[src/rtl/button_edge_debounce_if.sv]
// Button conditioning bus: the raw button goes in, and the debounced level and edge pulses come out.
//   button     : raw asynchronous push-button (master -> slave)
//   level      : debounced button state (slave -> master)
//   pos / neg  : one-cycle pulses on the debounced rise / fall
//   long_press : one-cycle pulse once a press has been held long enough
interface button_edge_debounce_if;
    logic button;
    logic level;
    logic pos;
    logic neg;
    logic long_press;

    modport master (
        output button,
        input  level,
        input  pos,
        input  neg,
        input  long_press
    );

    modport slave (
        input  button,
        output level,
        output pos,
        output neg,
        output long_press
    );
endinterface

[src/rtl/button_edge_debounce.sv]
// Push-button conditioning stage.
// This module synchronises the raw button with two flops and debounces it with a stable-time
// filter. It emits a clean level, one-cycle rise/fall pulses and a one-shot long-press pulse.
// Ports:
//   clk_i  : system clock, rising edge
//   rst_ni : asynchronous active-low reset
//   btn_io : button bus (slave side). The button comes in; level, pos, neg and long_press go out.
module button_edge_debounce #(
    parameter int unsigned STABLE_CYCLES = 1000000,
    parameter int unsigned LONG_CYCLES   = 100000000
) (
    input  logic                  clk_i,
    input  logic                  rst_ni,
    button_edge_debounce_if.slave btn_io
);

    localparam int unsigned StableW = $clog2(STABLE_CYCLES + 1);
    localparam int unsigned LongW   = $clog2(LONG_CYCLES + 1);

    localparam logic [StableW-1:0] StableMax = StableW'(STABLE_CYCLES);
    localparam logic [StableW-1:0] StableOne = StableW'(1);
    localparam logic [LongW-1:0]   LongLast  = LongW'(LONG_CYCLES - 1);
    localparam logic [LongW-1:0]   LongSat   = LongW'(LONG_CYCLES);
    localparam logic [LongW-1:0]   LongOne   = LongW'(1);

    typedef enum logic [1:0] {SLow, SRise, SHigh, SFall} state_e;

    logic               meta_q, sync_q;
    state_e             state_q;
    logic [StableW-1:0] stable_cnt_q;
    logic               level_q, pos_q, neg_q;
    logic [LongW-1:0]   hold_cnt_q;
    logic               long_q;
    logic               rise_done;

    // Two-flop synchroniser. Only sync_q feeds the filter.
    always_ff @(posedge clk_i or negedge rst_ni) begin
        if (!rst_ni) begin
            meta_q <= 1'b0;
            sync_q <= 1'b0;
        end else begin
            meta_q <= btn_io.button;
            sync_q <= meta_q;
        end
    end

    // Stable-time filter. The pulses default low, so each one lasts exactly one cycle.
    always_ff @(posedge clk_i or negedge rst_ni) begin
        if (!rst_ni) begin
            state_q      <= SLow;
            stable_cnt_q <= '0;
            level_q      <= 1'b0;
            pos_q        <= 1'b0;
            neg_q        <= 1'b0;
        end else begin
            pos_q <= 1'b0;
            neg_q <= 1'b0;
            unique case (state_q)
                SLow: begin
                    if (sync_q) begin
                        state_q      <= SRise;
                        stable_cnt_q <= StableOne;
                    end else begin
                        stable_cnt_q <= '0;
                    end
                end
                SRise: begin
                    if (!sync_q) begin
                        // Glitch shorter than the filter window: drop it silently.
                        state_q      <= SLow;
                        stable_cnt_q <= '0;
                    end else if (stable_cnt_q == StableMax) begin
                        state_q      <= SHigh;
                        level_q      <= 1'b1;
                        pos_q        <= 1'b1;
                        stable_cnt_q <= '0;
                    end else begin
                        stable_cnt_q <= stable_cnt_q + StableOne;
                    end
                end
                SHigh: begin
                    if (!sync_q) begin
                        state_q      <= SFall;
                        stable_cnt_q <= StableOne;
                    end else begin
                        stable_cnt_q <= '0;
                    end
                end
                SFall: begin
                    if (sync_q) begin
                        state_q      <= SHigh;
                        stable_cnt_q <= '0;
                    end else if (stable_cnt_q == StableMax) begin
                        state_q      <= SLow;
                        level_q      <= 1'b0;
                        neg_q        <= 1'b1;
                        stable_cnt_q <= '0;
                    end else begin
                        stable_cnt_q <= stable_cnt_q + StableOne;
                    end
                end
                default: begin
                    state_q      <= SLow;
                    stable_cnt_q <= '0;
                    level_q      <= 1'b0;
                end
            endcase
        end
    end

    // The filter is accepting a rise at this edge, so pos goes high next cycle.
    assign rise_done = (state_q == SRise) && sync_q && (stable_cnt_q == StableMax);

    // Hold timer. It restarts on every accepted rise and saturates at LONG_CYCLES, so
    // long_press fires once per press and the count never wraps.
    always_ff @(posedge clk_i or negedge rst_ni) begin
        if (!rst_ni) begin
            hold_cnt_q <= '0;
            long_q     <= 1'b0;
        end else begin
            long_q <= 1'b0;
            if (rise_done) begin
                hold_cnt_q <= '0;
            end else if (level_q && (hold_cnt_q != LongSat)) begin
                if (hold_cnt_q == LongLast) begin
                    long_q <= 1'b1;
                end
                hold_cnt_q <= hold_cnt_q + LongOne;
            end
        end
    end

    assign btn_io.level      = level_q;
    assign btn_io.pos        = pos_q;
    assign btn_io.neg        = neg_q;
    assign btn_io.long_press = long_q;

endmodule
[src/flat_wrapper.sv]
// flat-port wrapper written by rule: the top's interface ports become plain ports
module button_edge_debounce_flat 
#(
    parameter int unsigned STABLE_CYCLES = 1000000,
    parameter int unsigned LONG_CYCLES   = 100000000
)
  (clk_i, rst_ni, btn_io_button, btn_io_level, btn_io_pos, btn_io_neg, btn_io_long_press);
  button_edge_debounce_if btn_io_i ();
  input  logic clk_i;
  input  logic rst_ni;
  input wire logic [$bits(btn_io_i.button)-1:0] btn_io_button;
  output wire logic [$bits(btn_io_i.level)-1:0] btn_io_level;
  output wire logic [$bits(btn_io_i.pos)-1:0] btn_io_pos;
  output wire logic [$bits(btn_io_i.neg)-1:0] btn_io_neg;
  output wire logic [$bits(btn_io_i.long_press)-1:0] btn_io_long_press;
  assign btn_io_i.button = btn_io_button;
  assign btn_io_level = btn_io_i.level;
  assign btn_io_pos = btn_io_i.pos;
  assign btn_io_neg = btn_io_i.neg;
  assign btn_io_long_press = btn_io_i.long_press;
  button_edge_debounce #(.STABLE_CYCLES(STABLE_CYCLES), .LONG_CYCLES(LONG_CYCLES)) u_core (.clk_i(clk_i), .rst_ni(rst_ni), .btn_io(btn_io_i));
endmodule
[config.mk]
export PLATFORM = sky130hd
export DESIGN_NAME = button_edge_debounce_flat
export DESIGN_NICKNAME = d
export VERILOG_FILES = /design/src/rtl/button_edge_debounce_if.sv /design/src/rtl/button_edge_debounce.sv /design/src/flat_wrapper.sv
export SDC_FILE = /design/constraint.sdc
export NUM_CORES = 1
export LEC_CHECK = 0
export ABC_AREA = 0
export CORE_ASPECT_RATIO = 0.5
export CORE_MARGIN = 10
export CORE_UTILIZATION = 60
export DETAILED_ROUTE_END_ITERATION = 16
export PLACE_DENSITY = 0.8
export SYNTH_ARGS = -nofsm -noshare
export SYNTH_HDL_FRONTEND = slang
export SYNTH_SLANG_ARGS = --single-unit
export TNS_END_PERCENT = 100
[constraint.sdc]
create_clock -name clk_i -period 2.2 [get_ports clk_i]
set_input_delay 0.66 -clock clk_i [delete_from_list [all_inputs] [get_ports clk_i]]
set_output_delay 0.66 -clock clk_i [all_outputs]
set_load 0.005 [all_outputs]
==> flow_metrics.env <==
export IMPL_synth_seq_area_share_pct=49.93
export IMPL_drv_slew=0
export IMPL_drive_gt1_share_pct=6.507
export IMPL_coreArea_um2=4424
export IMPL_track_usage_pct=13.83
export IMPL_holdWs_ps=325.8
export IMPL_tightestPinTransition_ps=561.1
export IMPL_ys_ff_latch=55
export IMPL_slew_headroom_pct=62.59
export IMPL_syn_to_final_growth_pct=8.579
export IMPL_period_share_pct=92.18
export IMPL_netlist_area_um2=2756
export IMPL_final_cells=349
export IMPL_syn_inst=280
export IMPL_viasPerCell=5.693
export IMPL_finalHoldViolCount=0
export IMPL_grt_pass1_vias=1986
export IMPL_cts_sinks=55
export IMPL_power_total_mw=1.642
export IMPL_path_clk_slew_ps=100
export IMPL_layout_min_cycle_time_ps=2028
export IMPL_pre_cts_ws_ps=118.6
export IMPL_io_buffers=6
export IMPL_antenna_found_initial=0
export IMPL_antennaDiodeCount=0
export IMPL_wl_per_cell_um=14.12
export IMPL_multi_input_area_um2=1311
export IMPL_fillers=349
export IMPL_seqCellArea_um2=1376
export IMPL_rsz0062_at_grt="false"
export IMPL_synth_cell_types=39
export IMPL_reg2reg_slack_ps=170
export IMPL_place_congestion=0.8547
export IMPL_cts_tree="built"
export IMPL_r2r_start="u_core.stable_cnt_q[0]"
export IMPL_avgSynthCellArea_um2=9.844
export IMPL_insertion_delay_ps=310
export IMPL_outcome="finished clean"
export IMPL_postRouteWirelength_um=4928
export IMPL_worstSetupStartpointType="flop"
export IMPL_required_ps=2390
export IMPL_cts_buffer_depth=2
export IMPL_synth_top_cell_by_area="dfrtp_1"
export IMPL_arrival_ps=2210
export IMPL_max_vdd_ir_drop_mv=0.3450
export IMPL_post_cts_setup_buffers=0
export IMPL_grt_pass1_wl_um=8714
export IMPL_grt_start_max_net_pins=33
export IMPL_cts_inserted_buffers=5
export IMPL_power_density_nw_per_um2=548.7
export IMPL_die_y_um=67.93
export IMPL_worst_path_max_fanout=30
export IMPL_die_w_um=115.9
export IMPL_pin_count=7
export IMPL_rows=17
export IMPL_drc=0
export IMPL_drtIter0Drc=167
export IMPL_worstSetupStartpoint="u_core.stable_cnt_q[0]"
export IMPL_setup_viol=0
export IMPL_clock_fmax_mhz=493.1
export IMPL_synth_area_top_cells="dfrtp_1, xor2_1, nor2_1"
export IMPL_p_leak_nw=1.280
export IMPL_cp_end_kind="flop"
export IMPL_setup_tns_ps=0
export IMPL_firstDrtPassIters=5
export IMPL_dp_hpwl_um=3542
export IMPL_initial_core_util_pct=62.30
export IMPL_num_vias=1987
export IMPL_yosysWarnings=0
export IMPL_finalNetCount=298
export IMPL_clock_root_buffer="clkbuf_8"
export IMPL_finalClockSkew_ps=12.22
export IMPL_syn_nets=287
export IMPL_layout_common_cells="nor2_1, dfrtp_1, xor2_1"
export IMPL_place_inst=341
export IMPL_hold_path_class="input port to async pin"
export IMPL_die_area_um2=7869
export IMPL_grt_ovfl_total=0
export IMPL_max_cap_violations=0
export IMPL_synth_top_area_share_pct=49.93
export IMPL_final_antenna_net_count=0
export IMPL_crit_type="flop to flop"
export IMPL_worst_slack_ps=172.1
export IMPL_h_tree_depth=2
==> worst max-delay path: stages, from the launching register on <==
cell and delay [ps]:
dfrtp_1 410, inv_1 90, ha_1 140, nor4b_1 290, and4_1 240, nand4_1 200, nor3_2 200, buf_6 250
nor3_1 90
==> path summary, 6_finish.rpt <==
kind	end	depth (start not counted)
setup / recovery	u_core.btn_io.long_press	8
hold / removal	u_core.hold_cnt_q[24]	1
setup reg to reg	u_core.btn_io.long_press	8
hold reg to reg	u_core.sync_q	0
max in group asynchronous	u_core.stable_cnt_q[12]	2
min in group clk_i	u_core.sync_q	0
==> report_power, final <==
| group | internal, mW | switching, mW |
|---|---|---|
| Combinational | 0.0128 | 0.0327 |
| Clock | 0.259 | 0.318 |
| Sequential | 1.02 | 0.00478 |
==> stage by stage <==
step	cell area [um^2]	utilization (%)
after floorplan	2756	-
after global placement	2894	65.41
after detailed placement	2894	65.41
after CTS	2989	67.56
after global routing	2993	67.65
final	2993	67.65
==> cell families after synthesis <==
family                   after synthesis  share of synthesized area [%]
flip-flops                            55                          49.93
XOR/XNOR                              42                          13.35
AND/OR/NAND/NOR                      146                          28.37
buffers and inverters                 16                          2.497
adder cells (fa/ha/maj)                4                          1.816
multiplexers                           2                         0.7717
AO/OA/AOI/OAI                         15                          3.268
==> layer usage <==
metal  global-route usage (%)  wire length (um)  up-vias
met3                    3.927               196       11
met5                        0                 0        -
li1                         -                 -      988
met4                    4.334                72        0
met2                    24.95              2369       28
met1                    15.94              2290      960
==> cell type report <==
type / count / area share (%)
Sequential cell: 55 / 45.99
Multi-Input combinational cell: 209 / 43.81
Timing Repair Buffer: 10 / 3.386
Clock buffer: 7 / 2.885
Tap cell: 57 / 2.383
Inverter: 10 / 1.254
Clock inverter: 1 / 0.2926
==> registers in the layout, indices dropped and copies added (netlist names), named ones only <==
| signal | cells |
|---|---|
| u_core.btn_io.level | 1 |
| u_core.btn_io.long_press | 1 |
| u_core.btn_io.neg | 1 |
| u_core.btn_io.pos | 1 |
| u_core.hold_cnt_q | 27 |
| u_core.meta_q | 1 |
| u_core.stable_cnt_q | 20 |
| u_core.state_q | 1 |
| u_core.sync_q | 1 |
==> cell usage after synthesis <==
library cell	count
dfrtp_1	55
nor2_1	55
xor2_1	26
nand3_1	22
nand2_1	16
xnor2_1	16
nand4_1	14
nor3_1	11
inv_1	10
a21oi_1	6
and4_1	4
buf_2	4
ha_1	4
nor4bb_1	4
or3_1	4
o21ai_0	3
nor4_1	2
nor4_4	2
o211ai_1	2
a211o_1	1
and2_1	1
and3_1	1
buf_4	1
clkbuf_1	1
mux2_2	1
mux2i_1	1
nand3b_1	1
nand4_2	1
nand4b_1	1
nor3_2	1
nor3b_1	1
nor4_2	1
nor4b_1	1
o2111ai_1	1
o21ai_1	1
o31ai_1	1
or3_4	1
or3b_1	1
or4_1	1
==> what timing repair did <==
item / in CTS / in global routing
resized for setup: 0 / 1
hold buffers: 0 / 0
endpoints found under the setup margin: 0 / 18
No activity file was read; power rests on OpenSTA's default activity.
